## src/rtl/inst_fetch_resp_pkg.sv

```systemverilog
// Shared fetch-interface definitions: bus widths, the NOP word, the default
// bus timeout and the responder FSM state encoding.
package inst_fetch_resp_pkg;

   localparam int INST_ADDR_BUS = 32;
   localparam int INST_BUS      = 32;
   localparam int FETCH_TIMEOUT = 16;

   localparam logic [INST_BUS-1:0] NOP_INST = 32'h0;

   typedef enum logic [0:0] {
      FETCH_IDLE = 1'b0,
      FETCH_WAIT = 1'b1
   } fetch_state_t;

endpackage

```

## src/rtl/inst_fetch_resp_fetch_buf.sv

```systemverilog
// One-entry instruction buffer: a single tagged word with an error flag,
// written by the bus side and looked up combinationally by the fetch side.
module fetch_buf
   import inst_fetch_resp_pkg::*;
#(
   parameter int ADDR_W = INST_ADDR_BUS,
   parameter int DATA_W = INST_BUS
) (
   input  logic              clk,
   input  logic              rst,
   input  logic              wr_en,
   input  logic [ADDR_W-1:0] wr_tag,
   input  logic [DATA_W-1:0] wr_data,
   input  logic              wr_err,
   input  logic [ADDR_W-1:0] lookup_tag,
   output logic              hit,
   output logic [DATA_W-1:0] rd_data,
   output logic              rd_err
);

   logic              buf_valid;
   logic [ADDR_W-1:0] buf_tag;
   logic [DATA_W-1:0] buf_data;
   logic              buf_err;

   // NOTE: the data word is reset along with valid so an empty buffer reads as
   // a NOP instead of X; it is a single register, not a RAM array.
   // NOTE: sequential state uses <= so every register samples pre-edge values.
   always_ff @(posedge clk) begin
      if (!rst) begin
         buf_valid <= 1'b0;
         buf_tag   <= '0;
         buf_data  <= DATA_W'(NOP_INST);
         buf_err   <= 1'b0;
      end else if (wr_en) begin
         buf_valid <= 1'b1;
         buf_tag   <= wr_tag;
         buf_data  <= wr_data;
         buf_err   <= wr_err;
      end
   end

   assign hit     = buf_valid && (buf_tag == lookup_tag);
   assign rd_data = buf_data;
   assign rd_err  = buf_err;

endmodule

```

## src/rtl/inst_fetch_resp.sv

```systemverilog
// Instruction-fetch responder: serves the fetch stage from a one-entry buffer
// and refills it over a req/ack memory bus, stalling the pipeline until ready.
module inst_fetch_resp
   import inst_fetch_resp_pkg::*;
#(
   parameter int ADDR_W  = INST_ADDR_BUS,
   parameter int DATA_W  = INST_BUS,
   parameter int TIMEOUT = FETCH_TIMEOUT
) (
   input  logic              clk,
   input  logic              rst,
   input  logic              ce,
   input  logic [ADDR_W-1:0] addr,
   output logic [DATA_W-1:0] inst,
   output logic              inst_err,
   output logic              stallreq,
   output logic              mem_req,
   output logic [ADDR_W-1:0] mem_addr,
   input  logic              mem_ack,
   input  logic [DATA_W-1:0] mem_rdata
);

   localparam int TIMER_W = $clog2(TIMEOUT) + 1;

   fetch_state_t        state;
   fetch_state_t        next_state;
   logic [TIMER_W-1:0]  timer;

   logic                aligned;
   logic                hit;
   logic                miss;
   logic                timed_out;
   logic                fill;
   logic [DATA_W-1:0]   fill_data;
   logic [DATA_W-1:0]   buf_data;
   logic                buf_err;

   assign aligned   = (addr[1:0] == 2'b00);
   assign miss      = ce && aligned && !hit;
   assign timed_out = (timer == TIMER_W'(TIMEOUT - 1));

   fetch_buf #(
      .ADDR_W (ADDR_W),
      .DATA_W (DATA_W)
   ) u_buf (
      .clk        (clk),
      .rst        (rst),
      .wr_en      (fill),
      .wr_tag     (mem_addr),
      .wr_data    (fill_data),
      .wr_err     (!mem_ack),
      .lookup_tag (addr),
      .hit        (hit),
      .rd_data    (buf_data),
      .rd_err     (buf_err)
   );

   // State register plus the transaction address and timeout timer.
   always_ff @(posedge clk) begin
      if (!rst) begin
         state    <= FETCH_IDLE;
         mem_addr <= '0;
         timer    <= '0;
      end else begin
         state <= next_state;
         if (state == FETCH_IDLE && miss) begin
            mem_addr <= {addr[ADDR_W-1:2], 2'b00};
            timer    <= '0;
         end else if (state == FETCH_WAIT && !mem_ack && !timed_out) begin
            timer <= timer + TIMER_W'(1);
         end
      end
   end

   // NOTE: every always_comb output gets a default first so no path infers a latch.
   always_comb begin
      next_state = state;
      case (state)
         FETCH_IDLE: if (miss) next_state = FETCH_WAIT;
         FETCH_WAIT: if (mem_ack || timed_out) next_state = FETCH_IDLE;
         default:    next_state = FETCH_IDLE;
      endcase
   end

   // Ack wins over a timeout landing in the same cycle.
   always_comb begin
      mem_req   = (state == FETCH_WAIT);
      fill      = (state == FETCH_WAIT) && (mem_ack || timed_out);
      fill_data = mem_ack ? mem_rdata : DATA_W'(NOP_INST);
      inst      = DATA_W'(NOP_INST);
      inst_err  = 1'b0;
      stallreq  = 1'b0;
      if (rst && ce) begin
         if (!aligned) begin
            inst_err = 1'b1;
         end else if (hit) begin
            inst     = buf_data;
            inst_err = buf_err;
         end else begin
            stallreq = 1'b1;
         end
      end
   end

endmodule

```

## config.mk

```make
export PLATFORM = sky130hd
export DESIGN_NAME = inst_fetch_resp
export DESIGN_NICKNAME = d
export VERILOG_FILES = /design/src/rtl/inst_fetch_resp_pkg.sv /design/src/rtl/inst_fetch_resp_fetch_buf.sv /design/src/rtl/inst_fetch_resp.sv
export SDC_FILE = /design/constraint.sdc
export NUM_CORES = 1
export LEC_CHECK = 0
export BUFFER_PORTS_ARGS = -buffer_cell sky130_fd_sc_hd__buf_2
export CORE_ASPECT_RATIO = 2
export CORE_MARGIN = 5
export CORE_UTILIZATION = 40
export CTS_CLUSTER_DIAMETER = 150
export DETAILED_ROUTE_END_ITERATION = 8
export PLACE_DENSITY = 0.61
export SLEW_MARGIN = 10
export SYNTH_ARGS = -nofsm -noshare
export SYNTH_HDL_FRONTEND = slang
export SYNTH_SLANG_ARGS = --single-unit
```

## constraint.sdc

```tcl
create_clock -name clk -period 2.3 [get_ports clk]
set_input_delay 0.46 -clock clk [delete_from_list [all_inputs] [get_ports clk]]
set_output_delay 0.46 -clock clk [all_outputs]
set_load 0.005 [all_outputs]
```

==> summary.md <==
| Metric | Value |
|---|---|
| Most Frequent Cell on Critical Path | buf_6 |
| Total Power Consumption | 3.51 mW |
| Root Buffer | clkbuf_16 |
| Final Setup Violations | 34 |
| Largest net degree at the start of global routing | 64 |
| Setup WS post-layout | -0.420 ns |
| Clk pin slew, worst setup/hold paths | 0.07 ns |
| Vias in the first global route | 3785 |
| Max FO, Critical Path | 8 |
| Sequential share of the synthesized area | 0.467 |
| Max Cap Violations | 0 |
| TritonRoute pass-1 iters | 4 |
| Clock buffer depth | 2 |
| Slew HR | 0.580 |
| First-pass GRT wire length | 18300 um |
| DP HPWL | 8420 um |
| Slew @ Worst Pin | 0.630 ns |
| Tcrit/Tclk final | 1.18 |
| Final Max Tran Viols | 0 |
| Synth Area per Inst | 8.73 sq um |
| Die Ht | 156 um |
| PD cells | 606 nW/um^2 |
| Critical path type | flip-flop to primary output |
| CP Cell Sequence | xor2_1, nor4_2, buf_4, nand4_4, nor4_4, buf_6, clkbuf_16, and2_4, buf_6 |
| Violated checks | negative setup slack |
| Die Footprint | 13000 sq um |
| Cell count after synthesis | 491 |
| Worst hold path depth | 3 |
| Grt total ovfl | 0 |
| Unique masters post-synth | 34 |
| Worst path required time | 1.84 ns |
| Fmax | 0.368 GHz |
| Area growth syn-to-layout | 35.0% |
| Routed Wire Length | 11900 um |
| Post-layout min period | 2.72 ns |
| GRT Overall Usage | 0.175 |
| Core area | 10500 sq um |
| Clock sink count | 100 |
| FF-to-FF path depth | 9 |
| Synth Register Bits | 100 |
| Ports | 135 |
| Routed len/inst | 15.5 um |
| CP Launch Type | flip-flop |
| Avg Vias per Cell | 4.96 |
| Gp weighted congestion | 0.803 |
| Starting Density | 0.407 |
| Antenna Cells | 0 |
| Final Skew | 0.00722 ns |
| CTS tree | yes |
| Via Count | 3798 |
| Number of remaining DRC errors | 0 |
| Initial antenna violation count | 0 |
| Die Wd | 83.2 um |
| Worst skew pair latency | 0.34 ns |
| Buffers added on ports | 132 |
| Hold Crit Class | input pin to flip-flop |
| Total CTS buffers | 9 |
| Final nets | 693 |
| Yosys warning count | 0 |
| Layout cells sized above 1 | 0.349 |
| DRT iter0 DRCs | 124 |
| Count of hold-fix buffers inserted at cts | 0 |
| CP max stage cell | nor4_2 |
| Outcome | finished with violations |
| Fillcell total | 970 |
| Site Rows | 53 |
| Final Hold Viols | 0 |
| Cell Area, Synth | 4290 sq um |
| Setup crit end kind | primary output |
| RSZ-0062 raised after global routing | true |
| Finished Core Util | 0.549 |
| LEAKAGE | 2.44 nW |
| Worst path arrival time | 2.26 ns |
| Post-detailed-route count of antenna-violating nets | 0 |
| H-tree levels | 3 |
| Critical path's largest stage delay | 0.33 ns |
| Max VDD drop | 0.575 mV |
## flip-flops by register name (all words and copies together), names as in the netlist
name,flops
timer,5
u_buf.buf_tag,30
mem_req,1
u_buf.rd_err,1
mem_addr,30
u_buf.buf_valid,1
u_buf.rd_data,32
## stage by stage
stage	hold slack [ns]	TNS (ns)	std cells	worst slack, ns	area, sq um
2_1_floorplan	0.430	0	492	0.109	4290
3_3_place_gp	0.446	-21.05	744	-0.444	5150
3_5_place_dp	0.459	-20.47	744	-0.442	5150
4_1_cts	0.343	-12.30	760	-0.379	5470
5_1_grt	0.355	-15.63	765	-0.490	5790
6_report	0.355	-13.17	765	-0.420	5790
## critical path: cells and delay by family (launching register included)
family / cells / cell delay, ns
flip-flops: 1 / 0.32
XOR/XNOR: 1 / 0.18
AND/OR/NAND/NOR: 4 / 0.82
buffers and inverters: 4 / 0.61
## layout by cell type, fill, tap and decap left out, types with 3 or more instances in the layout
master | synthesis | layout
buf_4 | 2 | 14
nor3_2 | 4 | 4
and2_1 | 33 | 10
xnor2_1 | 15 | 14
buf_6 | 1 | 26
buf_2 | 0 | 109
and2_4 | 0 | 23
nand4_1 | 4 | 4
xor2_1 | 18 | 16
clkinvlp_4 | 0 | 3
a22oi_1 | 32 | 32
a21oi_1 | 30 | 30
buf_12 | 3 | 5
nand2_1 | 121 | 121
clkbuf_16 | 0 | 11
dfxtp_2 | 0 | 3
mux2i_1 | 31 | 31
nor2_1 | 38 | 38
dfxtp_1 | 100 | 97
## kinds of logic after synthesis
group,after synthesis,synth area share
xor gates and xnor gates,33,0.0674
muxes,31,0.0724
other,1,0.000875
adders and majority gates,2,0.00584
DFF,100,0.467
AOI/OAI and AO/OA,69,0.104
buffers and inverters,39,0.0490
and+or+nand+nor,216,0.233
## layer usage
metal  vias to the layer above  GRT usage  wire length, um
met5                         -          0                0
met4                         0     0.0850              427
met3                        24     0.0474              642
met2                       117      0.335             6480
met1                      1773      0.171             4330
li1                       1884          -                -
## timing repair
item                       in CTS  in global routing
setup buffers                   0                  2
gates resized for setup         6                 53
cloned                          0                  3
pin swaps                       3                 29
setup endpoints to repair      34                 34
## layout make-up
class | count | area, sq um | area share
clock buffer | 11 | 253 | 0.0437
clock inverter | 5 | 36.3 | 0.00627
inverter | 3 | 11.3 | 0.00195
multi-input combinational | 353 | 2210 | 0.383
sequential | 100 | 2010 | 0.347
tap | 137 | 171 | 0.0296
timing repair buffer | 156 | 1090 | 0.189
## Yosys cell counts (all sizes together)
cell type | n | area share
buf | 7 | 0.021
or4 | 1 | 0.0026
and2 | 33 | 0.048
o31ai | 1 | 0.0018
xnor2 | 15 | 0.031
clkinv | 1 | 0.00087
xor2 | 18 | 0.037
and3 | 2 | 0.0029
mux2i | 31 | 0.072
o21ai | 1 | 0.0012
or2 | 2 | 0.0029
nor4b | 1 | 0.0020
nand3 | 2 | 0.0023
a2111oi | 1 | 0.0035
clkbuf | 29 | 0.025
a21oi | 30 | 0.035
nor4 | 5 | 0.0088
ha | 2 | 0.0058
o21a | 3 | 0.0053
nand4 | 5 | 0.0088
a211oi | 1 | 0.0018
dfxtp | 100 | 0.47
nand2 | 121 | 0.11
nor3 | 4 | 0.0093
inv | 2 | 0.0018
nor2 | 38 | 0.033
conb | 1 | 0.00087
nor3b | 2 | 0.0058
a22oi | 32 | 0.056
## worst paths after layout
path / slack [ns] / startpoint / endpoint
setup / recovery: -0.42 / u_buf.buf_tag[14] / inst[16]
hold / removal: 0.35 / mem_rdata[22] / u_buf.rd_data[22]
setup reg to reg: 0.19 / u_buf.buf_tag[14] / mem_addr[24]
hold reg to reg: 0.46 / u_buf.buf_tag[15] / u_buf.buf_tag[15]
## power by group
part / leakage (nW) / total (mW) / internal (mW) / switching [mW]
registers: 0.810 / 1.79 / 1.76 / 0.0228
logic: 1.50 / 0.288 / 0.129 / 0.159
clock network: 0.134 / 1.43 / 0.792 / 0.641
total: 2.44 / 3.51 / 2.68 / 0.823
(Power assumes the default switching activity.)
